## config.mk

```make
export PLATFORM = sky130hd
export DESIGN_NAME = add_full
export DESIGN_NICKNAME = d
export VERILOG_FILES = /design/src/rtl/add_full.sv
export SDC_FILE = /design/constraint.sdc
export NUM_CORES = 1
export LEC_CHECK = 0
export ABC_AREA = 1
export BUFFER_PORTS_ARGS = -buffer_cell sky130_fd_sc_hd__buf_4
export CAP_MARGIN = 20
export CORE_AREA = 2 2 39 41
export DETAILED_ROUTE_END_ITERATION = 16
export DIE_AREA = 0 0 41 43
export GPL_ROUTABILITY_DRIVEN = 0
export PLACE_DENSITY = 0.31
export SLEW_MARGIN = 20
export SYNTH_ARGS = -nofsm -noshare
export SYNTH_HDL_FRONTEND = slang
export SYNTH_SLANG_ARGS = --single-unit
```

## constraint.sdc

```tcl
create_clock -name clk -period 1.7 [get_ports clk]
set_input_delay 0.34 -clock clk [delete_from_list [all_inputs] [get_ports clk]]
set_output_delay 0.34 -clock clk [all_outputs]
set_load 0.01 [all_outputs]
```

## src/rtl/add_full.sv

```systemverilog
// Registered ripple-carry full adder, 1-cycle latency with valid strobe.
// Optional signed-overflow output enabled by defining ADD_FULL_OVF_EN.
module add_full #(
    parameter int unsigned WIDTH = 1
) (
    input  logic             clk,
    input  logic             rst_n,
    input  logic             in_valid,
    input  logic [WIDTH-1:0] a,
    input  logic [WIDTH-1:0] b,
    input  logic             cin,
    output logic [WIDTH-1:0] sum,
    output logic             cout,
`ifdef ADD_FULL_OVF_EN
    output logic             ovf,
`endif
    output logic             out_valid
);

    logic [WIDTH:0]   c;
    logic [WIDTH-1:0] s;
    logic [WIDTH-1:0] sum_q;
    logic             cout_q;
    logic             out_valid_q;

    // Carry chain evaluated bit by bit; c[i+1] depends on c[i] computed just before.
    always_comb begin
        c    = '0;
        s    = '0;
        c[0] = cin;
        for (int unsigned i = 0; i < WIDTH; i++) begin
            s[i]   = a[i] ^ b[i] ^ c[i];
            c[i+1] = (a[i] & b[i]) | (a[i] & c[i]) | (b[i] & c[i]);
        end
    end

    always_ff @(posedge clk) begin
        if (!rst_n) begin
            sum_q       <= '0;
            cout_q      <= 1'b0;
            out_valid_q <= 1'b0;
        end else begin
            out_valid_q <= in_valid;
            if (in_valid) begin
                sum_q  <= s;
                cout_q <= c[WIDTH];
            end
        end
    end

`ifdef ADD_FULL_OVF_EN
    logic ovf_q;

    always_ff @(posedge clk) begin
        if (!rst_n) begin
            ovf_q <= 1'b0;
        end else if (in_valid) begin
            ovf_q <= c[WIDTH] ^ c[WIDTH-1];
        end
    end

    assign ovf = ovf_q;
`endif

    assign sum       = sum_q;
    assign cout      = cout_q;
    assign out_valid = out_valid_q;

endmodule

```

# Word-level counts from Yosys, hierarchy flattened
# Cells that the tools add are included.
# totals
output_inout_bits	3
romBits	0
regBits	3
ram_bits	0
memories	0
latch_bits	0
elab_cells	10
input_bits	6
# op_classes
bitwise_logic	7
addsub	0
n_lt_le_gt_ge	0
n_reduce_logical	0
multipliers	0
div	0
eq_ne	0
shifts	0
n_mux	0
# op_table
cell	count
$and 1x1->1	3
$or 1x1->1	2
$xor 1x1->1	2

# Logic depth before layout (Yosys ltp)
# logic_depth
word_depth	3
depth_mapped	5
ltp_nobuf	5

# Worst setup path before layout
# No wires, ideal clock.
# synth_timing
kind	input to register
startpoint	in a
endpoint	reg sum_q, in the netlist sum
stages	5
t_arrival_ns	1.029
setup_ns	0.064
setup_slack_ns	0.607
n_path_buf	0
required_time_ns	1.636
cell_sequence	fa_1 > inv_1 > nand2_1 > nand2_1 > nor2_1
# synth_via
elab_chain_cells	2
# synth_rtl
element	line_no	text
from (decl)	9	input logic [WIDTH-1:0] a,
$xor 1x1->1 (2 in series)	32	s[i] = a[i] ^ b[i] ^ c[i];
to (signal assigned)	45	sum_q <= s;
to (decl)	22	logic [WIDTH-1:0] sum_q;
# No other way between the ends.
# A chain may end at the register's enable or synchronous reset.

# Worst setup path after layout
# layout_timing
startpoint	in a
endpoint	reg sum_q, in the netlist sum
# layout_via
elab_chain_cells	2
# layout_rtl
element	line_no	text
$xor 1x1->1 (2 in series)	32	
via s	21	logic [WIDTH-1:0] s;
# The timed path passes the listed nets, and every way through them passes these cells.

==> metrics.md <==
| Metric | Value |
|---|---|
| Synth-to-Final Area Change | 85.0% |
| Grt ovf | 0 |
| Die Width | 41 µm |
| Final setup vio count | 0 |
| Fin crit period | 1.03 ns |
| CTS tree | yes |
| Critical path endpoint category | flip-flop |
| Multi-input gate area | 53.8 µm² |
| DR iter-0 viols | 3 |
| HP Class | in -> reg |
| Critical-path cell list | buf_4, fa_1, inv_1, nand2_1, nand2_1, nor2_1 |
| Fin. Hold Viols | 0 |
| Clock sink total | 3 |
| GRT Util Overall | 0.0360 |
| Syn Std Cell Area | 125 µm² |
| IO buf count | 8 |
| FILL cells | 158 |
| Maximum fanout along the worst path | 1 |
| Synth warn | 0 |
| Worst reg2reg startpoint | cout |
| Clk_lat worst skew | 0.23 ns |
| # Max-Cap Violations | 0 |
| Post-synthesis sequential area ratio | 0.480 |
| Period utilization | 0.603 |
| Hold path start | rst_n |
| Post-CTS Setup Inserts | 0 |
| Syn_nets | 23 |
| Avg WL per Cell | 6.55 µm |
| Vias | 135 |
| Worst setup path category | in -> reg |
| Diode count | 0 |
| Area of the die | 1760 µm² |
| Critical Path Most Common Cell | nand2_1 |
| Largest net degree at the start of global routing | 6 |
| Initial antenna violation count | 0 |
| Register area | 60.1 µm² |
| Vias per cell | 3.07 |
| Fin. max-slew vios | 0 |
| Worst hold slack | 0.315 ns |
| ANT nets after route | 0 |
| Worst r2r dst | cout |
| Row Count | 14 |
| Ports | 9 |
| CTS H-tree lvls | 1 |
| Core Area | 1380 µm² |
| #FFs+latches synth | 3 |
| Number of global-route vias before repair | 110 |
| CP max stage cell | fa_1 |
| # resized after CTS | 0 |
| Hold-critical path depth | 3 |
| Relative slew margins | 0.947 |
| Pwr Total | 236 µW |
| Fin Clk Skew | 0 ns |
| Startpoint Class | primary input |
| Hold endpoint | out_valid |
| Cts hold-fix bufs | 0 |
| Register clock-pin slew on the reported worst setup and hold paths | 0.04 ns |
| Setup TNS Final | 0 ns |
| Post-synth top area share | 0.480 |
| DRC viols | 0 |
| Layout cells sized above 1 | 0.393 |
| Worst Path Required | 1.87 ns |
| Avg Cell Area, Syn | 7.82 µm² |
| First-pass GRT wire length | 324 µm |
| Status | finished clean |
| Achievable frequency | 0.975 GHz |
| Pin slew with the least headroom to its limit | 0.0801 ns |
| Reg2reg path depth | 2 |
| Post-Layout Inst Area | 231 µm² |
| Synth area leader | dfxtp_1 |
| Dpl cell area | 205 µm² |
| First-pass detailed-route iteration total | 4 |
| Top post-synthesis cells by area | dfxtp_1, fa_1, nand2_1 |
| Clock buffer depth | 2 |
| Initial Util | 0.0904 |
| PwrDens | 1020 nW/µm² |
| Root Driver | clkbuf_4 |
| Nets@finish | 36 |
| Post-synthesis cell count | 16 |
| Synth cell types | 5 |
| CP max stage delay | 0.53 ns |
| Final wirelength | 288 µm |
| Flop2flop setup slack | 1.15 ns |
| Leak | 0.126 nW |
| CTS Buf Count | 3 |
| RSZ-0062 raised after global routing | no |
| Buf/Inv on CP | 2 |
| IR drop worst, VDD | 344 µV |
| Die height | 43 µm |
| Family with the most delay on the worst path | adder cells |
| Dpl hpwl | 240 µm |
| Crit path DAT | 1.19 ns |
==> where the power goes <==
part	internal [mW]	total [mW]	switching (mW)
registers	0.0760	0.0784	0.00233
clock network	0.0879	0.123	0.0353
logic	0.0193	0.0345	0.0152
==> final cells by class <==
type	count	area share
clock buffer	4	0.114
multi-input combinational	10	0.232
sequential	3	0.259
tap	16	0.0865
inverter	3	0.0486
timing repair buffer	8	0.259
==> registers in the layout, indices dropped and copies added (netlist names) <==
register,count
cout,1
out_valid,1
sum,1
==> per-stage QoR <==
step,util,setup slack (ns),std cells
after CTS,0.167,0.663,44
after global routing,0.167,0.625,44
final,0.167,0.675,44
after floorplan,-,0.607,16
after global placement,0.148,0.438,40
after detailed placement,0.148,0.419,40
==> how the worst max path moves through the flow <==
stage,depth (start not counted),startpoint,endpoint
finish,6,a,sum
global route,6,a,sum
CTS,6,a,sum
detailed placement,6,a,sum
global placement,6,a,sum
floorplan,5,a,sum
==> per-layer routing <==
layer | wire [µm] | global-route usage | share of wire | up-vias
met4 | 0 | 0.0400 | 0 | 0
li1 | - | - | - | 70
met3 | 60 | 0.0628 | 0.21 | 0
met5 | 0 | 0 | 0 | -
met1 | 99 | 0.0223 | 0.34 | 56
met2 | 128 | 0.0344 | 0.44 | 9
==> Yosys cell counts <==
cell type	count
fa_1	1
nor2_1	4
inv_1	3
dfxtp_1	3
nand2_1	5
==> cells in the final DEF, fill, tap and decap left out <==
cell,n
dfxtp_1,3
nor2_1,4
clkbuf_4,3
buf_4,8
fa_1,1
inv_1,3
clkbuf_1,1
nand2_1,5
==> worst register-to-register path: stages (launching register included) <==
cell	delay, ns
dfxtp_1	0.30
nor2_1	0.09
nor2_1	0.05
==> logic make-up after synthesis <==
group         after synthesis  share of synthesized area
flops                       3                      0.480
simple gates                9                      0.270
fa+ha+maj                   1                      0.160
buf+inv                     3                     0.0900
Note: power is estimated with default switching activity, not from simulation.
